===== src/rtl/brake_oil_pkg.sv =====
// brake_oil_pkg: shared FSM states and constants for the brake-oil level acquisition path
package brake_oil_pkg;
    typedef enum logic [2:0] {IDLE, CS_SETUP, SHIFT, CS_HOLD, UPDATE} state_t;
    localparam int LEVEL_W = 8;
    localparam logic [LEVEL_W-1:0] OPEN_WIRE_CODE = 8'hFF;
    localparam logic [1:0] FAULT_COUNT = 2'd3;
endpackage


===== src/rtl/brake_oil_avg4.sv =====
// brake_oil_avg4: 4-sample mean (3 stored + incoming), preloaded on load_first; ports clock, reset, load_first, push, sample -> avg
module brake_oil_avg4 import brake_oil_pkg::*; (
    input  logic               clock,
    input  logic               reset,
    input  logic               load_first,
    input  logic               push,
    input  logic [LEVEL_W-1:0] sample,
    output logic [LEVEL_W-1:0] avg
);
    logic [LEVEL_W-1:0] h0, h1, h2;
    logic [LEVEL_W+1:0] sum;
    assign sum = {2'b0, sample} + {2'b0, h0} + {2'b0, h1} + {2'b0, h2};
    assign avg = load_first ? sample : sum[LEVEL_W+1:2];
    always_ff @(posedge clock) begin
        if (reset) begin
            h0 <= '0;
            h1 <= '0;
            h2 <= '0;
        end else if (load_first) begin
            h0 <= sample;
            h1 <= sample;
            h2 <= sample;
        end else if (push) begin
            h0 <= sample;
            h1 <= h0;
            h2 <= h1;
        end
    end
endmodule


===== src/rtl/brake_oil_sensor.sv =====
// brake_oil_sensor: serial ADC reader -> open-wire screened break_oil level (clock, reset, adc_sdo in; adc_cs_n, adc_sclk, break_oil, level_valid, sensor_fault out); BRAKE_OIL_FILTER_EN adds 4-sample mean
module brake_oil_sensor import brake_oil_pkg::*; #(
    parameter int CLK_DIV       = 4,
    parameter int SAMPLE_PERIOD = 1000
) (
    input  logic               clock,
    input  logic               reset,
    input  logic               adc_sdo,
    output logic               adc_cs_n,
    output logic               adc_sclk,
    output logic [LEVEL_W-1:0] break_oil,
    output logic               level_valid,
    output logic               sensor_fault
);
    localparam int CW = $clog2(CLK_DIV + 1);
    localparam int TW = $clog2(SAMPLE_PERIOD + 1);
    localparam logic [CW-1:0] DIV_LOAD = CW'(CLK_DIV - 1);
    state_t             state;
    logic [CW-1:0]      cnt;
    logic [TW-1:0]      timer;
    logic [2:0]         bit_cnt;
    logic [LEVEL_W-1:0] raw, level;
    logic [1:0]         ff_cnt;
    logic               good_update;
    assign good_update = state == UPDATE && raw != OPEN_WIRE_CODE;
`ifdef BRAKE_OIL_FILTER_EN
    logic primed;
    always_ff @(posedge clock) primed <= reset ? 1'b0 : primed | good_update;
    brake_oil_avg4 u_avg4 (
        .clock      (clock),
        .reset      (reset),
        .load_first (good_update && !primed),
        .push       (good_update),
        .sample     (raw),
        .avg        (level)
    );
`else
    assign level = raw;
`endif
    always_ff @(posedge clock) begin
        if (reset) begin
            state        <= IDLE;
            cnt          <= '0;
            timer        <= '0;
            bit_cnt      <= '0;
            raw          <= '0;
            ff_cnt       <= '0;
            adc_cs_n     <= 1'b1;
            adc_sclk     <= 1'b0;
            break_oil    <= '0;
            level_valid  <= 1'b0;
            sensor_fault <= 1'b0;
        end else begin
            level_valid <= 1'b0;
            timer       <= timer != '0 ? timer - TW'(1) : state == IDLE ? TW'(SAMPLE_PERIOD - 1) : timer;
            cnt         <= cnt != '0 ? cnt - CW'(1) : DIV_LOAD;
            case (state)
                IDLE: if (timer == '0) begin
                    state    <= CS_SETUP;
                    adc_cs_n <= 1'b0;
                    cnt      <= DIV_LOAD;
                end
                CS_SETUP: if (cnt == '0) begin
                    state   <= SHIFT;
                    bit_cnt <= '0;
                end
                SHIFT: if (cnt == '0) begin
                    adc_sclk <= !adc_sclk;
                    if (!adc_sclk) raw <= {raw[LEVEL_W-2:0], adc_sdo};
                    else begin
                        bit_cnt <= bit_cnt + 3'd1;
                        if (bit_cnt == 3'd7) state <= CS_HOLD;
                    end
                end
                CS_HOLD: if (cnt == '0) begin
                    adc_cs_n <= 1'b1;
                    state    <= UPDATE;
                end
                UPDATE: begin
                    state <= IDLE;
                    if (raw == OPEN_WIRE_CODE) begin
                        ff_cnt <= ff_cnt == FAULT_COUNT ? ff_cnt : ff_cnt + 2'd1;
                        if (ff_cnt >= FAULT_COUNT - 2'd1) sensor_fault <= 1'b1;
                    end else begin
                        ff_cnt       <= '0;
                        sensor_fault <= 1'b0;
                        break_oil    <= level;
                        level_valid  <= 1'b1;
                    end
                end
                default: state <= IDLE;
            endcase
        end
    end
endmodule


===== config.mk =====
export PLATFORM = sky130hd
export DESIGN_NAME = brake_oil_sensor
export DESIGN_NICKNAME = d
export VERILOG_FILES = /design/src/rtl/brake_oil_pkg.sv /design/src/rtl/brake_oil_avg4.sv /design/src/rtl/brake_oil_sensor.sv
export SDC_FILE = /design/constraint.sdc
export NUM_CORES = 1
export LEC_CHECK = 0
export ABC_AREA = 1
export BUFFER_PORTS_ARGS = -buffer_cell sky130_fd_sc_hd__buf_2
export CORE_ASPECT_RATIO = 0.6
export CORE_MARGIN = 5
export CORE_UTILIZATION = 52
export DETAILED_ROUTE_END_ITERATION = 7
export MAX_ROUTING_LAYER = met4
export PLACE_DENSITY = 0.71
export SLEW_MARGIN = 30
export SYNTH_ARGS = -nofsm -noshare
export SYNTH_HDL_FRONTEND = slang
export SYNTH_HIERARCHICAL = 1
export SYNTH_SLANG_ARGS = --single-unit

===== constraint.sdc =====
create_clock -name clock -period 2.9 [get_ports clock]
set_clock_uncertainty 0.05 [all_clocks]
set_input_delay 0.29 -clock clock [delete_from_list [all_inputs] [get_ports clock]]
set_output_delay 0.29 -clock clock [all_outputs]
set_load 0.05 [all_outputs]

==> results of run 1 <==
[cells by family after synthesis]
| group | after synthesis |
|---|---|
| AOI/OAI and AO/OA | 29 |
| xor gates and xnor gates | 3 |
| adders and majority gates | 8 |
| buffers and inverters | 32 |
| DFF | 41 |
| and+or+nand+nor | 135 |
[state kept, by name, indices dropped and copies added (netlist names)]
register	flops
cnt	3
break_oil	8
sensor_fault	1
timer	10
ff_cnt	2
bit_cnt	3
level_valid	1
state	3
level	8
adc_cs_n	1
adc_sclk	1
[worst min-delay path, cell delays in order]
cell    delay, ps
buf_2          70
nor2_1         30
nor2_1         90
[area by class of cell]
type	instances	area (µm²)	area share (%)
clock buffer	5	68.8	3.36
clock inverter	1	5.00	0.244
inverter	26	97.6	4.76
multi-input combinational	175	928	45.3
sequential	41	821	40.0
tap	47	58.8	2.87
timing repair buffer	14	70.1	3.42
[cell usage after synthesis (all sizes together)]
master	number	area, µm²
a211oi	1	7.51
a21oi	12	60.1
a31oi	1	6.26
and3	1	6.26
buf	3	27.5
clkbuf	3	21.3
dfxtp	41	821
ha	8	100
inv	26	97.6
nand2	55	224
nand3	21	120
nand4	7	43.8
nor2	44	195
nor3	6	52.6
o21a	2	15.0
o21ai	13	65.1
or2	1	6.26
xnor2	1	8.76
xor2	2	17.5
[final timing paths]
path / from / endpoint / slack [ps]
max: timer[0] / timer[7] / 1270
min: adc_sdo / level[0] / 180
max reg2reg: timer[0] / timer[7] / 1270
min reg2reg: sensor_fault / sensor_fault / 390
[metrics by stage]
step / worst slack, ps / instance area [µm²] / power (W) / util (%) / cells
floorplan: 1490 / 1900 / 0.00150 / - / 248
global placement: 1310 / 1980 / 0.00161 / 55.0 / 303
detailed placement: 1280 / 1980 / 0.00162 / 55.0 / 303
CTS: 1270 / 2050 / 0.00197 / 57.0 / 309
global route: 1070 / 2050 / 0.00214 / 57.0 / 309
finish: 1270 / 2050 / 0.00197 / 57.0 / 309
[report_power, final]
group | total (W) | switching (W) | internal (W) | leakage [nW]
Sequential | 0.000801 | 0.000119 | 0.000682 | 0.334
Clock | 0.000344 | 0.000186 | 0.000158 | 0.0399
Combinational | 0.000826 | 0.000542 | 0.000284 | 0.608
[routing by layer]
layer / up-vias / track usage (%)
met5: - / -
met2: 29 / 20.8
met3: 8 / 4.55
met4: 0 / 7.44
met1: 695 / 25.2
li1: 829 / -
[cells in the final DEF, fill, tap and decap left out]
cell type / synthesis / final
nand3_2: 3 / 3
o21ai_0: 12 / 12
nand3_1: 18 / 18
inv_2: 3 / 3
a21oi_1: 12 / 12
nand2_2: 1 / 1
and3_1: 1 / 1
a31oi_1: 1 / 1
or2_1: 1 / 1
dfxtp_1: 41 / 41
nor3_1: 4 / 4
clkinv_2: 0 / 1
nand2_4: 2 / 2
buf_2: 1 / 14
nor2_4: 3 / 3
xnor2_1: 1 / 1
o21a_1: 2 / 2
nand2_1: 52 / 52
nand4_1: 7 / 7
o21ai_1: 1 / 1
a211oi_1: 1 / 1
nor3_4: 2 / 2
nor2_1: 38 / 38
nor2_2: 3 / 3
inv_1: 23 / 23
xor2_1: 2 / 2
clkbuf_8: 1 / 5
ha_1: 8 / 8
==> impl_metrics.csv, run 1 <==
group,metric,value,unit
sta,setup_violations,0,
die,die_area,4990,µm²
critical_path,worstPathArrival,1810,ps
sta,finalHoldViolations,0,
detailed_routing,routed.top_layer,"met4",
yosys,syn_area,1900,µm²
global_route,overflow,0,
detailed_routing,wirelength,3660,µm
sta,period_share,56.1,%
critical_path,crit_chain,"inv_1, ha_1, nand2_1, nor2_2, nand2_2, inv_1, nand2_1, nand3_1, nand2_1, nor2_1",
worst_hold_path,hp-class,"in -> reg",
clocking,clkLatencyLatePin,290,ps
critical_path,max_stage_delay,300,ps
worst_hold_path,min_delay_path_depth,3,
clocking,root_buffer,"clkbuf_8",
clocking,post_cts_buffers,0,
yosys,postSynthAreaPerCell,7.64,µm²
critical_path,cp.depth,10,
yosys,synth_cells,248,
detailed_routing,via_count,1561,
pwr,p_per_area,961,nW/µm²
sta,slew_viol_final,0,
detailed_routing,dr_wl_met3,206,µm
detailed_routing,wl_met1,2080,µm
detailed_routing,drt_iter0_drc,122,
yosys,syn_nets,259,
yosys,yosys.area_share.xor_xnor,1.39,%
sta,worst_slew_pin_slew,748,ps
sta,fmax,0.615,GHz
pwr,ir_worst_vdd,0.000526,V
die,die_y,56.8,µm
finish,antenna_cells,0,
sta,rsz0062_at_grt,"false",
yosys,synth-compound-area-share,8.12,%
die,start_util,52.7,%
yosys,yosysSeqAreaShare,43.3,%
yosys,synthSimpleGateAreaFrac,34.2,%
critical_path,crit_fanout,11,
die,rows,17,
sta,holdWs,178,ps
pwr,p_leak,0.982,nW
finish,final_layout_size_suffix_gt1_share,14.1,%
critical_path,cp_slowest_cell,"dfxtp_1",
detailed_routing,wl_per_cell,11.9,µm
critical_path,required,3080,ps
yosys,synth-seq-cells,41,
clocking,numCtsBuffers,5,
placement,hpwl,2550,µm
global_route,grt_usage,17.0,%
critical_path,crit_family,"simple AND/OR/NAND/NOR gates",
clocking,clock_sinks,41,
yosys,synth_cell_type_count,29,
clocking,cts_hold_buf,0,
critical_path,end_kind,"register",
finish,fin_nets,274,
critical_path,crit_path_start_kind,"register",
sta,max-slew-margin-rel,50.1,%
yosys,synth_top_family_by_area,"simple AND/OR/NAND/NOR gates",
global_route,grt_start_max_net_pins,27,
sta,fin_tns_setup,0,ps
clocking,htreeDepth,2,
yosys,ys_warn_count,6,
detailed_routing,vias_per_cell,5.05,
finish,syn_to_final_growth,8.12,%
critical_path,cpMostUsedCell,"nand2_1",
run_status,status,"finished, final reports clean",
critical_path,crit_type,"reg -> reg",
placement,place.port_buffers,14,
job,maxCapViolCount,0,
detailed_routing,ant_nets,0,
die,dieWidth,87.9,µm
detailed_routing,drtPass1Iterations,4,
placement,gp_congestion,0.842,
finish,num-fill-cells,356,
global_route,grt_pass1_vias,1404,
die,design.core.area,3590,µm²
clocking,path_clk_slew,70,ps
sta,min_period,1630,ps
detailed_routing,dr_wl_met2,1310,µm
critical_path,reg2reg_depth,10,
global_route,antenna_found_initial,0,
clocking,cts_tree,"yes",
global_route,grt_pass1_wl,6440,µm
critical_path,worst-path-buf-inv,2,
yosys,synthAdderAreaFrac,5.28,%
clocking,post_cts_resized,0,
die,ioPinCount,15,
detailed_routing,drc_errors,0,
clocking,cts_buffer_depth,2,
yosys,synth.area.mux_share,0,%
Power figures use the tool's default switching activity.
==> inputs of run 2 (changes only) <==
==> constraint.sdc (replaced) <==
create_clock -name clock -period 1.65 [get_ports clock]
set_clock_uncertainty 0.05 [all_clocks]
set_input_delay 0.165 -clock clock [delete_from_list [all_inputs] [get_ports clock]]
set_output_delay 0.165 -clock clock [all_outputs]
set_load 0.05 [all_outputs]
==> impl_metrics.csv, run 2 (same netlist as run 1, synthesis figures left out) <==
group,metric,value,unit
run_status,status,"finished, final reports clean",
pwr,p_seq_share,37.9,%
critical_path,r2r_end,"timer[7]",
sta,fin_tns_setup,0,ps
finish,fin_cells,315,
sta,worst_slack,154,ps
critical_path,end_kind,"register",
finish,largest_reg_flops,10,
critical_path,endpoint,"timer[7]",
global_route,grtUsageMet1,25.4,%
finish,antenna_cells,0,
die,dieWidth,87.9,µm
critical_path,crit_type,"reg -> reg",
pwr,ir_worst_vdd,0.000897,V
critical_path,required,1830,ps
detailed_routing,ant_nets,0,
die,die_y,56.8,µm
pwr,power.switching,0.00152,W
sta,max-slew-margin-rel,73.7,%
detailed_routing,drtPass1Iterations,4,
placement,dp_cells,307,
clocking,numCtsBuffers,5,
global_route,grt_usage,16.8,%
worst_hold_path,worstHoldStart,"adc_sdo",
detailed_routing,drc_errors,0,
clocking,root_buffer,"clkbuf_8",
global_route,antenna_found_initial,0,
finish,syn_to_final_growth,12.6,%
detailed_routing,wirelength,3660,µm
die,design.core.area,3590,µm²
global_route,grt_start_max_net_pins,18,
detailed_routing,via_count,1544,
placement,gp_congestion,0.886,
critical_path,reg2reg_depth,10,
pwr,swShare,40.7,%
clocking,htreeDepth,2,
placement,hpwl,2650,µm
die,die_area,4990,µm²
pwr,p_clk_share,22.4,%
global_route,grt_pass1_wl,6440,µm
critical_path,worstPathArrival,1670,ps
critical_path,crit_fanout,11,
die,ioPinCount,15,
sta,worst_slew_pin_slew,394,ps
detailed_routing,wl_per_cell,11.6,µm
sta,rsz0062_at_grt,"false",
detailed_routing,drt_iter0_drc,111,
finish,top_register,"timer",
worst_hold_path,hp-class,"in -> reg",
placement,place.port_buffers,14,
sta,min_period,1500,ps
finish,final_layout_size_suffix_gt1_share,17.2,%
finish,final_common_cell,"nand2_1",
job,maxCapViolCount,0,
critical_path,crit_path_start,"timer[1]",
die,rows,17,
global_route,grt_pass1_vias,1419,
finish,layout_common_cells,"nand2_1 (51), dfxtp_1 (40), nor2_1 (38)",
pwr,p_per_area,1750,nW/µm²
sta,period_share,90.7,%
detailed_routing,vias_per_cell,4.90,
global_route,overflow,0,
die,start_util,52.7,%
clocking,post_cts_buffers,0,
global_route,grtUsageMet3,4.55,%
pwr,p_int,0.00222,W
clocking,clkLatencyLatePin,290,ps
global_route,met2_usage,20.8,%
sta,finalHoldViolations,0,
pwr,p_leak,1.03,nW
sta,setup_violations,0,
pwr,p_comb_share,39.6,%
sta,fmax,0.669,GHz
finish,fin_nets,278,
critical_path,crit_path_start_kind,"register",
clocking,cts_tree,"yes",
sta,slew_viol_final,0,
clocking,path_clk_slew,80,ps
placement,dp_slack,86.5,ps
critical_path,rrSetupSlack,150,ps
critical_path,r2r-start,"timer[1]",
global_route,gr-max-usage-layer,"met1",
clocking,clock_sinks,41,
clocking,cts_buffer_depth,2,
run 2: how the worst min path moves through the flow:
| stage | to | cells after the start |
|---|---|---|
| 3_3_place_gp | level[0] | 3 |
| 6_report | level[0] | 3 |
| 5_1_grt | level[0] | 3 |
| 3_5_place_dp | level[0] | 3 |
| 4_1_cts | level[0] | 3 |
| 2_1_floorplan | cnt[0] | 1 |
run 2: worst max-delay path: stages, from the launching register on:
cell     delay, ps
dfxtp_1        310
inv_1          120
ha_1           160
nand2_1         60
nor2_2         120
nand2_4        120
inv_1          130
nand2_1        130
nand3_1        110
nand2_1         50
nor2_1          80
run 2: layer usage:
layer  wire (µm)  up-vias  share of wire, %
met2        1350       41                37
met4          38        0               1.0
met5           0        -                 0
met3         204        4               5.6
li1            -      831                 -
met1        2070      668                56
run 2: power by group through the flow:
stage | Clock, W | Sequential [W] | Combinational, W
global placement | 0 | 0.00143 | 0.00143
floorplan | 0 | 0.00138 | 0.00126
finish | 0.000839 | 0.00142 | 0.00148
detailed placement | 0 | 0.00143 | 0.00145
global route | 0.000905 | 0.00145 | 0.00168
CTS | 0.000858 | 0.00141 | 0.00145
run 2: layout make-up:
cell class,count,area (µm²)
Clock buffer,6,82.6
Clock inverter,2,37.5
Fill cell,325,1460
Inverter,26,97.6
Multi-Input combinational cell,175,936
Sequential cell,41,822
Tap cell,47,58.8
Timing Repair Buffer,18,100
run 2: per-stage QoR:
step / total power [W] / util (%) / hold slack (ps) / instance area, µm²
floorplan: 0.00264 / - / 184 / 1900
global placement: 0.00286 / 55.8 / 349 / 2010
detailed placement: 0.00288 / 55.8 / 348 / 2010
CTS: 0.00372 / 59.1 / 51.0 / 2130
global route: 0.00404 / 59.4 / 76.1 / 2130
finish: 0.00374 / 59.4 / 59.7 / 2130
run 2: repair_timing:
action / 4_1_cts / 5_1_grt
hold buffers: 0 / 0
gates resized for setup: 0 / 4
setup endpoints to repair: 0 / 6
==> inputs of run 3 (changes only) <==
--- a/config.mk
+++ b/config.mk
@@ -12,7 +12,7 @@
 export CORE_UTILIZATION = 52
 export DETAILED_ROUTE_END_ITERATION = 7
 export MAX_ROUTING_LAYER = met4
-export PLACE_DENSITY = 0.71
+export PLACE_DENSITY = 0.7
 export SLEW_MARGIN = 30
 export SYNTH_ARGS = -nofsm -noshare
 export SYNTH_HDL_FRONTEND = slang
==> impl_metrics.csv, run 3 (same netlist as run 1, synthesis figures left out) <==
group,metric,value,unit
clocking,post_cts_buffers,0,
sta,fmax,0.670,GHz
pwr,swShare,39.3,%
finish,final_layout_size_suffix_gt1_share,16.7,%
pwr,p_int,0.00234,W
pwr,p_leak,1.04,nW
clocking,path_clk_slew,90,ps
placement,place.port_buffers,14,
finish,syn_to_final_growth,13.9,%
finish,fin_cells,316,
global_route,grt_pass1_vias,1335,
pwr,p_seq_share,36.6,%
die,die_area,4990,µm²
sta,setup_violations,0,
detailed_routing,drc_errors,0,
critical_path,crit_type,"reg -> reg",
global_route,grt_start_max_net_pins,21,
critical_path,worstPathArrival,1670,ps
clocking,post_cts_resized,0,
critical_path,crit_fanout,11,
finish,top_register,"timer",
sta,rsz0062_at_grt,"false",
sta,fin_tns_setup,0,ps
critical_path,end_kind,"register",
job,maxCapViolCount,0,
run_status,status,"finished, final reports clean",
finish,antenna_cells,0,
global_route,grt_pass1_wl,6150,µm
die,design.core.area,3590,µm²
sta,finalHoldViolations,0,
die,start_util,52.7,%
detailed_routing,wirelength,3610,µm
finish,largest_reg_flops,10,
detailed_routing,ant_nets,0,
global_route,overflow,0,
pwr,p_clk_share,25.2,%
pwr,ir_worst_vdd,0.000824,V
critical_path,max_stage_delay,320,ps
placement,gp_congestion,0.856,
clocking,cts_tree,"yes",
global_route,grt_usage,16.2,%
clocking,numCtsBuffers,5,
finish,layout_common_cells,"nand2_1 (51), dfxtp_1 (41), nor2_1 (38)",
detailed_routing,drtPass1Iterations,4,
sta,worst_slew_pin_slew,390,ps
clocking,clkLatencyLatePin,290,ps
placement,placed_area,2010,µm²
clocking,htreeDepth,2,
pwr,p_comb_share,38.2,%
finish,final_area,2160,µm²
critical_path,cp_slowest_cell,"dfxtp_1",
die,rows,17,
critical_path,crit_path_start_kind,"register",
pwr,p_total,0.00385,W
pwr,p_per_area,1780,nW/µm²
placement,hpwl,2620,µm
worst_hold_path,hp-class,"in -> reg",
sta,period_share,90.5,%
global_route,antenna_found_initial,0,
die,die_y,56.8,µm
die,ioPinCount,15,
clocking,cts_buffer_depth,2,
sta,min_period,1490,ps
sta,slew_viol_final,0,
finish,fin_nets,279,
detailed_routing,drt_iter0_drc,85,
detailed_routing,wl_per_cell,11.4,µm
clocking,root_buffer,"clkbuf_8",
critical_path,required,1830,ps
sta,max-slew-margin-rel,74.0,%
placement,dp_cells,308,
clocking,cts_hold_buf,0,
detailed_routing,via_count,1537,
die,dieWidth,87.9,µm
clocking,clock_sinks,41,
detailed_routing,vias_per_cell,4.86,
critical_path,cpMostUsedCell,"nand2_1",
pwr,power.switching,0.00151,W
finish,final_common_cell,"nand2_1",
critical_path,crit_chain,"inv_1, ha_1, nand2_1, nor2_2, nand2_4, inv_1, nand2_1, nand3_1, nand2_1, nor2_1",
## run 3: area by class of cell
type	instances	area (µm²)
Sequential cell	41	821
Clock inverter	3	68.8
Multi-Input combinational cell	175	936
Fill cell	324	1440
Timing Repair Buffer	19	108
Inverter	26	97.6
Clock buffer	5	68.8
Tap cell	47	58.8
## run 3: power by group through the flow
| stage | clock [W] | combinational (W) | sequential [W] |
|---|---|---|---|
| 2_1_floorplan | 0 | 0.00126 | 0.00138 |
| 3_3_place_gp | 0 | 0.00143 | 0.00143 |
| 3_5_place_dp | 0 | 0.00143 | 0.00143 |
| 4_1_cts | 0.000985 | 0.00144 | 0.00141 |
| 5_1_grt | 0.00103 | 0.00167 | 0.00145 |
| 6_report | 0.000970 | 0.00147 | 0.00141 |
## run 3: final timing paths
| kind | slack [ps] | endpoint | cells past startpoint | from |
|---|---|---|---|---|
| setup / recovery | 160 | timer[7] | 10 | timer[1] |
| hold / removal | 50 | level[0] | 3 | adc_sdo |
| setup reg to reg | 160 | timer[7] | 10 | timer[1] |
| hold reg to reg | 390 | sensor_fault | 2 | sensor_fault |
## run 3: through the flow
step | util, % | hold slack, ps | setup WS, ps
final | 60.0 | 51.6 | 157
after global routing | 60.0 | 72.5 | 24.8
after CTS | 59.8 | 46.3 | 122
after detailed placement | 56.0 | 358 | 156
after global placement | 56.0 | 347 | 155
after floorplan | - | 184 | 239
## run 3: worst max-delay path, delay by kind of cell, from the launching register on
kind | cells | cell delay, ps
simple gates | 7 | 680
fa+ha+maj | 1 | 160
flops | 1 | 320
buf+inv | 2 | 230
## run 3: routing by layer
| metal | up-vias | global-route usage [%] | wire (µm) |
|---|---|---|---|
| li1 | 837 | - | - |
| met1 | 675 | 24.6 | 2120 |
| met2 | 20 | 19.6 | 1290 |
| met5 | - | - | 0 |
| met4 | 0 | 5.25 | 36 |
| met3 | 5 | 4.84 | 161 |
